<file path="config.mk">
export PLATFORM = sky130hd
export DESIGN_NAME = systolic_feeder
export DESIGN_NICKNAME = d
export VERILOG_FILES = /design/src/rtl/systolic_feeder.sv
export SDC_FILE = /design/constraint.sdc
export NUM_CORES = 1
export LEC_CHECK = 0
export ABC_CLOCK_PERIOD_IN_PS = 3000
export BUFFER_PORTS_ARGS = -buffer_cell sky130_fd_sc_hd__buf_4
export CORE_MARGIN = 4
export CORE_UTILIZATION = 55
export CTS_CLUSTER_SIZE = 30
export DETAILED_ROUTE_END_ITERATION = 6
export PLACE_DENSITY = 0.8
export SLEW_MARGIN = 0
export SYNTH_ARGS = -nofsm -noshare
export SYNTH_HDL_FRONTEND = slang
export SYNTH_SLANG_ARGS = --single-unit
export TNS_END_PERCENT = 100
</file>
<file path="constraint.sdc">
create_clock -name clock -period 3 [get_ports clock]
set_input_delay 0.15 -clock clock [delete_from_list [all_inputs] [get_ports clock]]
set_output_delay 0.15 -clock clock [all_outputs]
set_load 0.02 [all_outputs]
</file>
<file path="src/rtl/systolic_feeder.sv">
// systolic_feeder
//   Upstream stage of an N x N systolic matrix multiplier. It takes matrix A and then
//   matrix B one row per beat over a valid/ready stream and stores both. It then drives
//   the array edges with diagonally skewed operands, one step per cycle:
//     a_out lane i = A[i][s-i], b_out lane j = B[s-j][j]
//   Each lane is zero outside the diagonal band. The block also pulses array_clear once
//   before feeding, and it raises done until the consumer acknowledges the result.
//
// Handshake: a beat transfers on a rising clock edge where in_valid & in_ready are both 1.
//   in_valid may drop at any time, and loading simply waits. in_ready is 1 only in IDLE
//   and LOAD. Outside those states in_valid is ignored.
//
// Ports
//   clock, reset      rising-edge clock, asynchronous active-low reset
//   in_valid/in_ready input row stream; in_row lane k = bits [(k+1)*W-1 : k*W]
//   hold              downstream stall; freezes the feed step and zeroes the lanes
//   array_clear       one-cycle pulse before the first feed step
//   feed_valid        the array advances this cycle
//   a_out, b_out      west-edge (A) and north-edge (B) operand lanes
//   done, done_ack    result-ready flag, held until it is acknowledged
//   busy              state != IDLE
//   dbg_state         current FSM state, for observation only
//   stall_count       (only with SYSTOLIC_FEEDER_STALLCNT_EN) number of held FEED cycles
//
// Configuration macro: SYSTOLIC_FEEDER_STALLCNT_EN adds the saturating stall_count output.
module systolic_feeder #(
  parameter int N = 4,
  parameter int W = 8
) (
  input  logic           clock,
  input  logic           reset,
  input  logic           in_valid,
  output logic           in_ready,
  input  logic [N*W-1:0] in_row,
  input  logic           hold,
  output logic           array_clear,
  output logic           feed_valid,
  output logic [N*W-1:0] a_out,
  output logic [N*W-1:0] b_out,
  output logic           done,
  input  logic           done_ack,
  output logic           busy,
  output logic [2:0]     dbg_state
`ifdef SYSTOLIC_FEEDER_STALLCNT_EN
  ,
  output logic [15:0]    stall_count
`endif
);

  localparam int IW = (N > 1) ? $clog2(N) : 1;
  localparam int BW = $clog2(2 * N) > IW ? $clog2(2 * N) : IW;
  localparam int SW = $clog2(3 * N - 1) > BW ? $clog2(3 * N - 1) : BW;
  localparam logic [BW-1:0] LAST_BEAT = BW'(2 * N - 1);
  localparam logic [SW-1:0] LAST_STEP = SW'(3 * N - 3);

  typedef enum logic [2:0] {
    S_IDLE  = 3'd0,
    S_LOAD  = 3'd1,
    S_CLEAR = 3'd2,
    S_FEED  = 3'd3,
    S_DONE  = 3'd4
  } state_t;

  state_t          state_q, state_d;
  logic [BW-1:0]   beat_q, beat_d;
  logic [SW-1:0]   step_q, step_d;
  logic            accept;
  logic [BW-1:0]   b_row;
  logic [W-1:0]    a_q [N][N];
  logic [W-1:0]    b_q [N][N];

  // State register and counters
  always_ff @(posedge clock or negedge reset) begin
    if (!reset) begin
      state_q <= S_IDLE;
      beat_q  <= '0;
      step_q  <= '0;
    end else begin
      state_q <= state_d;
      beat_q  <= beat_d;
      step_q  <= step_d;
    end
  end

  // Next-state logic and control outputs
  always_comb begin
    state_d     = state_q;
    beat_d      = beat_q;
    step_d      = step_q;
    accept      = 1'b0;
    in_ready    = 1'b0;
    array_clear = 1'b0;
    feed_valid  = 1'b0;
    done        = 1'b0;
    case (state_q)
      S_IDLE, S_LOAD: begin
        in_ready = 1'b1;
        accept   = in_valid;
        if (in_valid) begin
          if (beat_q == LAST_BEAT) begin
            state_d = S_CLEAR;
            beat_d  = '0;
          end else begin
            state_d = S_LOAD;
            beat_d  = beat_q + 1'b1;
          end
        end
      end
      S_CLEAR: begin
        array_clear = 1'b1;
        state_d     = S_FEED;
        step_d      = '0;
      end
      S_FEED: begin
        if (!hold) begin
          feed_valid = 1'b1;
          if (step_q == LAST_STEP) state_d = S_DONE;
          else                     step_d  = step_q + 1'b1;
        end
      end
      S_DONE: begin
        done = 1'b1;
        if (done_ack) begin
          state_d = S_IDLE;
          beat_d  = '0;
        end
      end
      default: state_d = S_IDLE;
    endcase
  end

  assign busy      = (state_q != S_IDLE);
  assign dbg_state = state_q;

  // Beats 0..N-1 are rows of A; beats N..2N-1 are rows of B.
  assign b_row = beat_q - BW'(N);

  always_ff @(posedge clock or negedge reset) begin
    if (!reset) begin
      for (int r = 0; r < N; r++) begin
        for (int c = 0; c < N; c++) begin
          a_q[r][c] <= '0;
          b_q[r][c] <= '0;
        end
      end
    end else if (accept) begin
      for (int c = 0; c < N; c++) begin
        if (beat_q < BW'(N)) a_q[beat_q[IW-1:0]][c] <= in_row[c*W +: W];
        else                 b_q[b_row[IW-1:0]][c]  <= in_row[c*W +: W];
      end
    end
  end

  // Skewed lanes. Lane k sees operand index (s - k), and it is valid only while that
  // index lies in [0, N). The same offset serves A row k and B column k.
  for (genvar k = 0; k < N; k++) begin : g_lane
    logic [SW-1:0] off;
    logic          in_band;
    assign off     = step_q - SW'(k);
    assign in_band = feed_valid && (step_q >= SW'(k)) && (off < SW'(N));
    assign a_out[k*W +: W] = in_band ? a_q[k][off[IW-1:0]] : '0;
    assign b_out[k*W +: W] = in_band ? b_q[off[IW-1:0]][k] : '0;
  end

`ifdef SYSTOLIC_FEEDER_STALLCNT_EN
  logic [15:0] stall_q;
  always_ff @(posedge clock or negedge reset) begin
    if (!reset) begin
      stall_q <= '0;
    end else if (state_q == S_CLEAR) begin
      stall_q <= '0;
    end else if (state_q == S_FEED && hold && stall_q != 16'hFFFF) begin
      stall_q <= stall_q + 16'd1;
    end
  end
  assign stall_count = stall_q;
`endif

endmodule
</file>
[Word-level counts from Yosys, hierarchy flattened]
Index checks and enable logic that the tools add are counted.
Storage, ports and cells
  register bits after elaboration: 266
  input bits: 37
  output and inout bits: 72
  logic and storage cells: 181
Operators by class
  $add $sub $neg: 6
  magnitude comparators: 17
  equal/unequal tests: 11
  multiplexer cells: 88
  bitwise gates (word level): 6
  reduce and logical (&&, ||, !) cells: 18
Operators by type and width (count)
  $mux 128: 14
  $bwmux 128: 8
  $demux 32 s2: 8
  $bmux 32 s2: 4
  $mux 8: 20
  $mux 32: 4
  $mux 24: 4
  $bmux 8 s2: 4
  $mux 16: 4
  $ge 3x3->1 const B: 6
  $mux 3: 6
  $not 2->3: 6
  $lt 4x3->1 const B: 4
  $pmux 3 s4: 1
  $logic_and 1x1->1: 10
  $ne 2x2->1 const B: 5
  $ge 4x1->1 const B: 2
  $ge 4x2->1 const B: 2
  $mux 4: 2
  $pmux 4 s2: 1
  $sub 4x2->4 const B: 2
  $eq 3x2->1 const B: 2
  $eq 3x3->1 const B: 2
  $lt 3x1->1 const B: 2
  16 further kinds: 23

[Longest topological paths before layout]
Gate-level depths: netlist (run 1).
  depth after elaboration: 17
  depth in mapped cells: 8

[Worst setup path before layout (run 1)]
OpenSTA, ideal clock, no wires.
  kind: register -> output
  from: register step_q[1]
  to: output port a_out[28]
  data arrival time: 2.311 ns
  required time: 2.850 ns
  slack: 0.539 ns
  stages on the path, launching flop included: 9
  path through: dfrtp_1 -> buf_2 -> buf_2 -> inv_1 -> ha_1 -> clkbuf_1 -> buf_2 -> mux4_2 -> nor3b_1
Between the ends
  longest elaborated chain between the ends: 6
  elaborated cells on any way between the ends: 10
  those cells by class: 1 x add/sub; 2 x order compare; 4 x mux; 1 x bitwise; 2 x reduce/logical
Ends and longest elaborated chain
  from (decl): RTL line 66  | logic [SW-1:0] step_q, step_d;
  from (signal assigned): RTL line 81  | step_q <= step_d;
  $sub 4x2->4: RTL line 159  | assign off = step_q - SW'(k);
  $not 2->3 (not written as such): RTL line 161  | assign a_out[k*W +: W] = in_band ? a_q[k][off[IW-1:0]] : '0;
  $bmux 8 s2: RTL line 161
  $mux 8 (not written as such) (2 in a row): RTL line 161
  $mux 8 (*): RTL line 161
  to (decl): RTL line 38  | output logic [N*W-1:0] a_out,
Every way passes the cells marked *; elsewhere a longest branch is shown, timed or not. The select of a mux whose other input is x is not followed.

[Worst setup path in the final report (run 1)]
  from: register step_q[2]
  to: output port b_out[21]
Between the ends
  longest elaborated chain between the ends: 4
  elaborated cells on any way between the ends: 6
  those cells by class: 1 x add/sub; 2 x order compare; 1 x mux; 2 x reduce/logical
Ends and longest elaborated chain
  $sub 4x2->4 / $ge 4x2->1 (equally long branches): RTL line 159, 160
  $lt 4x3->1 / $logic_and 1x1->1 (equally long branches): RTL line 160  | assign in_band = feed_valid && (step_q >= SW'(k)) && (off < SW'(N));
  $logic_and 1x1->1 (*): RTL line 160
  $mux 8 (*): RTL line 162  | assign b_out[k*W +: W] = in_band ? b_q[off[IW-1:0]][k] : '0;
  to (decl): RTL line 39  | output logic [N*W-1:0] b_out,
Every way passes the cells marked *; elsewhere a longest branch is shown, timed or not.

==> impl_metrics.ini, run 1 <==
[outcome]
status = completed

[worst_setup_path]
worst-path-max-fanout = 14
worstSetupStartpoint = step_q[2]
crit_required_ns = 2.85
cp_data_arrival_time_ns = 2.67
end_kind = output pin
reg2reg_from = dbg_state[1]
r2r_slack_ns = 0.93
r2r_cells = 4
critical_path_class = flop to output pin
worstSetupEndpoint = b_out[21]
r2r-end = a_q[59]
worstSetupStartpointType = flop

[synthesis]
synth_ff_type = dfrtp_1
ys_seq_area_share_pct = 52.0
yosys.area_share.simple_pct = 6.70
synth-xor-area-share_pct = 0.460
synth-seq-cells = 266
synth_edf_count = 0
synthAdderAreaFrac_pct = 1.27
netlist_area_um2 = 12800
synth_cell_types = 42
synth_mux_area_share_pct = 32.5
yosys_warnings = 0
netlist_instances = 805
async_flop_share_pct = 100
syn_nets = 855
synth_area_per_cell_um2 = 15.9
synth_compound_area_share_pct = 2.52
synth_top_family_by_area = multiplexers

[grt]
grtUsageTotal_pct = 23.9
grt_pass1_vias = 8266
antenna_found_initial = 1
grt_pass1_wl_mm = 48.5
grt_overflow = 0
grt_max_degree = 110

[place]
place_inst = 1184
place_ws_ns = 0.709
port_buffers = 108
gp_congestion = 0.808
placed_area_um2 = 13700
hpwl_mm = 19.3

[die]
core_area_um2 = 22800
start_util_pct = 56.1
die_x_um = 160
dieArea_um2 = 25800
io-pin-count = 109
die_h_um = 160
row_count = 55

[pwr]
p_leak_nw = 6.50
finalPower_mw = 15.6
irDropWorstVdd_mv = 0.600
cellPowerDensity_nw_per_um2 = 1050

[clock_network]
cts_resized = 0
cts_tree = done
cts_setup_buffers = 0
clockBufferDepth = 3
cts_sinks = 266
clock_latency_ns = 0.53
cts_max_level = 1
cts_root_buffer = clkbuf_16
clk_pin_slew_ns = 0.06
cts_buffers = 27

[sta]
setup_tns_ns = 0
fin_crit_ns = 2.82
max_slew.worst_pin.slew_ns = 0.845
fin_ws_ns = 0.175
finClkSkew_ns = 0.0101
finalMaxSlewViolations = 0
finalHoldViolations = 0
whs_ns = 0.286
setup_viol = 0
slew_headroom_pct = 43.7
max_freq_ghz = 0.354
rsz0062_at_grt = false
period_share_pct = 94.2

[final_layout]
area_growth_pct = 16.7
fin_cells = 1263
fin_nets = 986
diodes = 0
fin_util_pct = 65.5
final_cell_mix = dfrtp_1, mux2_2, buf_4
final_layout_size_suffix_gt1_share_pct = 50.5
final_common_cell = dfrtp_1
final_area_um2 = 14900

[drt]
dr.pass1.iters = 4
wirelength_mm = 30.1
ant_nets = 0
vias_per_cell = 5.99
vias = 7571
wl_per_cell_um = 23.8
drtIter0Drc = 547
drc_errors = 0

[job]
max_cap_violations = 0

[min_path]
hp-class = input pin to asynchronous set/reset pin
-- repair_timing --
action | 4_1_cts | 5_1_grt
endpoints found under the setup margin | 0 | 0
endpoints found under the hold margin | 352 | 0
hold buffers | 36 | 0
-- cell usage after synthesis, drive strengths merged (2+ instances only) --
cell | instances | share of area [%]
dfrtp | 266 | 52
mux2 | 240 | 21
mux4 | 64 | 11
buf | 59 | 4.1
nor3b | 50 | 3.7
and3 | 24 | 1.2
a32o | 16 | 1.3
ha | 13 | 1.3
nand2 | 12 | 0.47
inv | 9 | 0.26
clkbuf | 6 | 0.18
nor2 | 5 | 0.15
o211ai | 5 | 0.29
a21oi | 4 | 0.24
nand2b | 4 | 0.20
nand3 | 3 | 0.22
nor2b | 3 | 0.21
xor2 | 3 | 0.32
and3b | 2 | 0.14
nand3b | 2 | 0.12
o22ai | 2 | 0.098
or3 | 2 | 0.14
xnor2 | 2 | 0.14
-- cell families after synthesis --
group / after synthesis
mux: 305
flops: 266
simple gates: 109
buf+inv: 74
compound gates: 33
fa+ha+maj: 13
xor+xnor: 5
-- where the power goes --
part | internal, mW | switching [mW]
clock | 2.00 | 1.32
sequential | 5.28 | 0.959
combinational | 3.47 | 2.59
total | 10.7 | 4.88
-- state kept, by name, summed over array words and instances (netlist names) --
signal / count
a_q: 128
b_q: 128
step_q: 4
beat_q: 3
dbg_state: 3
-- cell type report --
class | count | area, um2
timing repair buffer | 167 | 1400
tap | 313 | 392
sequential | 266 | 6660
fill | 1604 | 7860
inverter | 9 | 33.8
clock inverter | 5 | 78.8
clock buffer | 38 | 797
multi-input combinational | 465 | 5560
-- worst max-delay path: stages, from the launching register on --
cell       delay [ns]
dfrtp_1          0.60
inv_1            0.17
ha_1             0.29
a2111oi_4        0.51
buf_4            0.31
nor3b_1          0.09
buf_4            0.17
-- worst min-delay path by stage --
stage / cells after the start / slack [ns] / end
global placement: 1 / 0.28 / b_q[61]
global route: 2 / 0.36 / b_q[28]
CTS: 2 / 0.32 / b_q[93]
floorplan: 0 / -0.15 / a_q[0]
detailed placement: 1 / 0.28 / b_q[29]
finish: 2 / 0.29 / b_q[63]
-- metal layers --
metal / routed length [um] / share of wire, % / vias to the layer above / global-route usage [%]
met3: 1630 / 5.4 / 29 / 3.28
li1: - / - / 3282 / -
met5: 0 / 0 / - / 0
met1: 13200 / 44 / 4048 / 34.5
met2: 14800 / 49 / 212 / 39.5
met4: 409 / 1.4 / 0 / 4.61
(Power assumes the default switching activity.)
==> run 2: changes to the inputs <==
--- a/config.mk
+++ b/config.mk
@@ -8,10 +8,10 @@
 export ABC_CLOCK_PERIOD_IN_PS = 3000
 export BUFFER_PORTS_ARGS = -buffer_cell sky130_fd_sc_hd__buf_4
 export CORE_MARGIN = 4
-export CORE_UTILIZATION = 55
+export CORE_UTILIZATION = 40
 export CTS_CLUSTER_SIZE = 30
 export DETAILED_ROUTE_END_ITERATION = 6
-export PLACE_DENSITY = 0.8
+export PLACE_DENSITY = 0.63
 export SLEW_MARGIN = 0
 export SYNTH_ARGS = -nofsm -noshare
 export SYNTH_HDL_FRONTEND = slang
==> run 2 against run 1 <==
Effect of this change: combinational power is essentially flat; sequential cell count is the same; clock power grew 8.4%; clock skew grew 0.0055 ns; setup slack gained 0.020 ns; design area grew 1.3%; critical path type unchanged.
==> impl_metrics.ini, run 2 (synthesis gave the netlist of run 1 again) <==
[job]
max_cap_violations = 0

[min_path]
hp-class = input pin to flop

[place]
placed_area_um2 = 13800
hpwl_mm = 20.4
gp_congestion = 0.786
port_buffers = 108

[clock_network]
cts_max_level = 1
cts_sinks = 266
clock_latency_ns = 0.54
cts_tree = done
clockBufferDepth = 3
clk_pin_slew_ns = 0.06
cts_buffers = 29
cts_root_buffer = clkbuf_16

[sta]
period_share_pct = 93.5
finalHoldViolations = 0
max_slew.worst_pin.slew_ns = 0.674
setup_viol = 0
finClkSkew_ns = 0.0156
fin_crit_ns = 2.81
slew_headroom_pct = 55.1
setup_tns_ns = 0
rsz0062_at_grt = false
max_freq_ghz = 0.357
finalMaxSlewViolations = 0

[worst_setup_path]
critical_path_class = flop to output pin
cp_top_family = buffers and inverters
slowest_delay_ns = 0.50
worstSetupStartpointType = flop
cp_data_arrival_time_ns = 2.66
worst-path-max-fanout = 17
r2r_slack_ns = 0.91
crit_required_ns = 2.85
end_kind = output pin
crit_buf_inv = 3
cpMaxStageDelayCell = ha_2
crit_chain = inv_1 > ha_2 > buf_12 > mux4_2 > nor3b_1 > buf_4

[drt]
vias = 7495
wl_per_cell_um = 23.6
vias_per_cell = 5.52
ant_nets = 0
drc_errors = 0
drtIter0Drc = 481
dr.pass1.iters = 4
wirelength_mm = 32.1

[final_layout]
final_cell_mix = dfrtp_1, mux2_2, buf_4
area_growth_pct = 18.2
final_common_cell = dfrtp_1
diodes = 0
reg_top3 = a_q x128, b_q x128, step_q x4
final_layout_size_suffix_gt1_share_pct = 50.9
final_area_um2 = 15100
fin_nets = 986

[die]
core_area_um2 = 31600
dieArea_um2 = 34900
io-pin-count = 109
start_util_pct = 40.5
die_x_um = 187
row_count = 65
die_h_um = 187

[pwr]
cellPowerDensity_nw_per_um2 = 1050
irDropWorstVdd_mv = 0.530
p_leak_nw = 6.53

[grt]
grt_pass1_wl_mm = 49.8
grtUsageTotal_pct = 18.2
grt_pass1_vias = 8024
antenna_found_initial = 0
grt_overflow = 0
grt_max_degree = 86

[outcome]
status = completed
run 2: path summary, 6_finish.rpt:
path | from | endpoint | cells past startpoint
max | step_q[0] | a_out[28] | 6
min | in_row[3] | a_q[91] | 2
max reg2reg | dbg_state[1] | b_q[32] | 4
min reg2reg | a_q[100] | a_q[100] | 1
max in group asynchronous | reset | a_q[97] | 3
min in group asynchronous | reset | b_q[60] | 2
run 2: per-layer routing:
metal | up-vias | wire (um) | share of wire, % | GRT usage (%)
met3 | 27 | 1620 | 5.1 | 2.52
met5 | - | 0 | 0 | 0
met1 | 4032 | 14900 | 46 | 26.4
met2 | 161 | 15200 | 47 | 30.1
li1 | 3275 | - | - | -
met4 | 0 | 379 | 1.2 | 3.01
run 2: power breakdown:
part / total (mW) / switching, mW / internal (mW) / leakage (nW)
registers: 6.21 / 0.932 / 5.28 / 3.28
logic: 6.05 / 2.57 / 3.48 / 2.77
clock network: 3.60 / 1.42 / 2.18 / 0.469
run 2: per-stage QoR:
stage                     total power [mW]  setup WS, ns  hold slack [ns]  utilization [%]  std cells
after floorplan                       10.8         0.539           -0.146                -        805
after global placement                12.2         0.624            0.203             43.8       1273
after detailed placement              12.3         0.581            0.200             43.8       1273
after CTS                             16.0        0.0188          0.00547             47.9       1358
after global routing                  16.8        0.0853          0.00867             47.9       1358
final                                 15.9         0.195         0.000576             47.9       1358
run 2: area by class of cell:
cell class / instances / area (um2)
clock buffer: 42 / 835
clock inverter: 9 / 131
fill: 2746 / 16400
inverter: 9 / 33.8
multi-input combinational: 465 / 5560
sequential: 266 / 6660
tap: 402 / 503
timing repair buffer: 165 / 1390
run 2: repair_timing:
item | 4_1_cts | 5_1_grt
resized for setup | 0 | 2
hold endpoints to repair | 312 | 0
hold buffers | 34 | 0
setup buffers | 0 | 0
endpoints found under the setup margin | 0 | 20
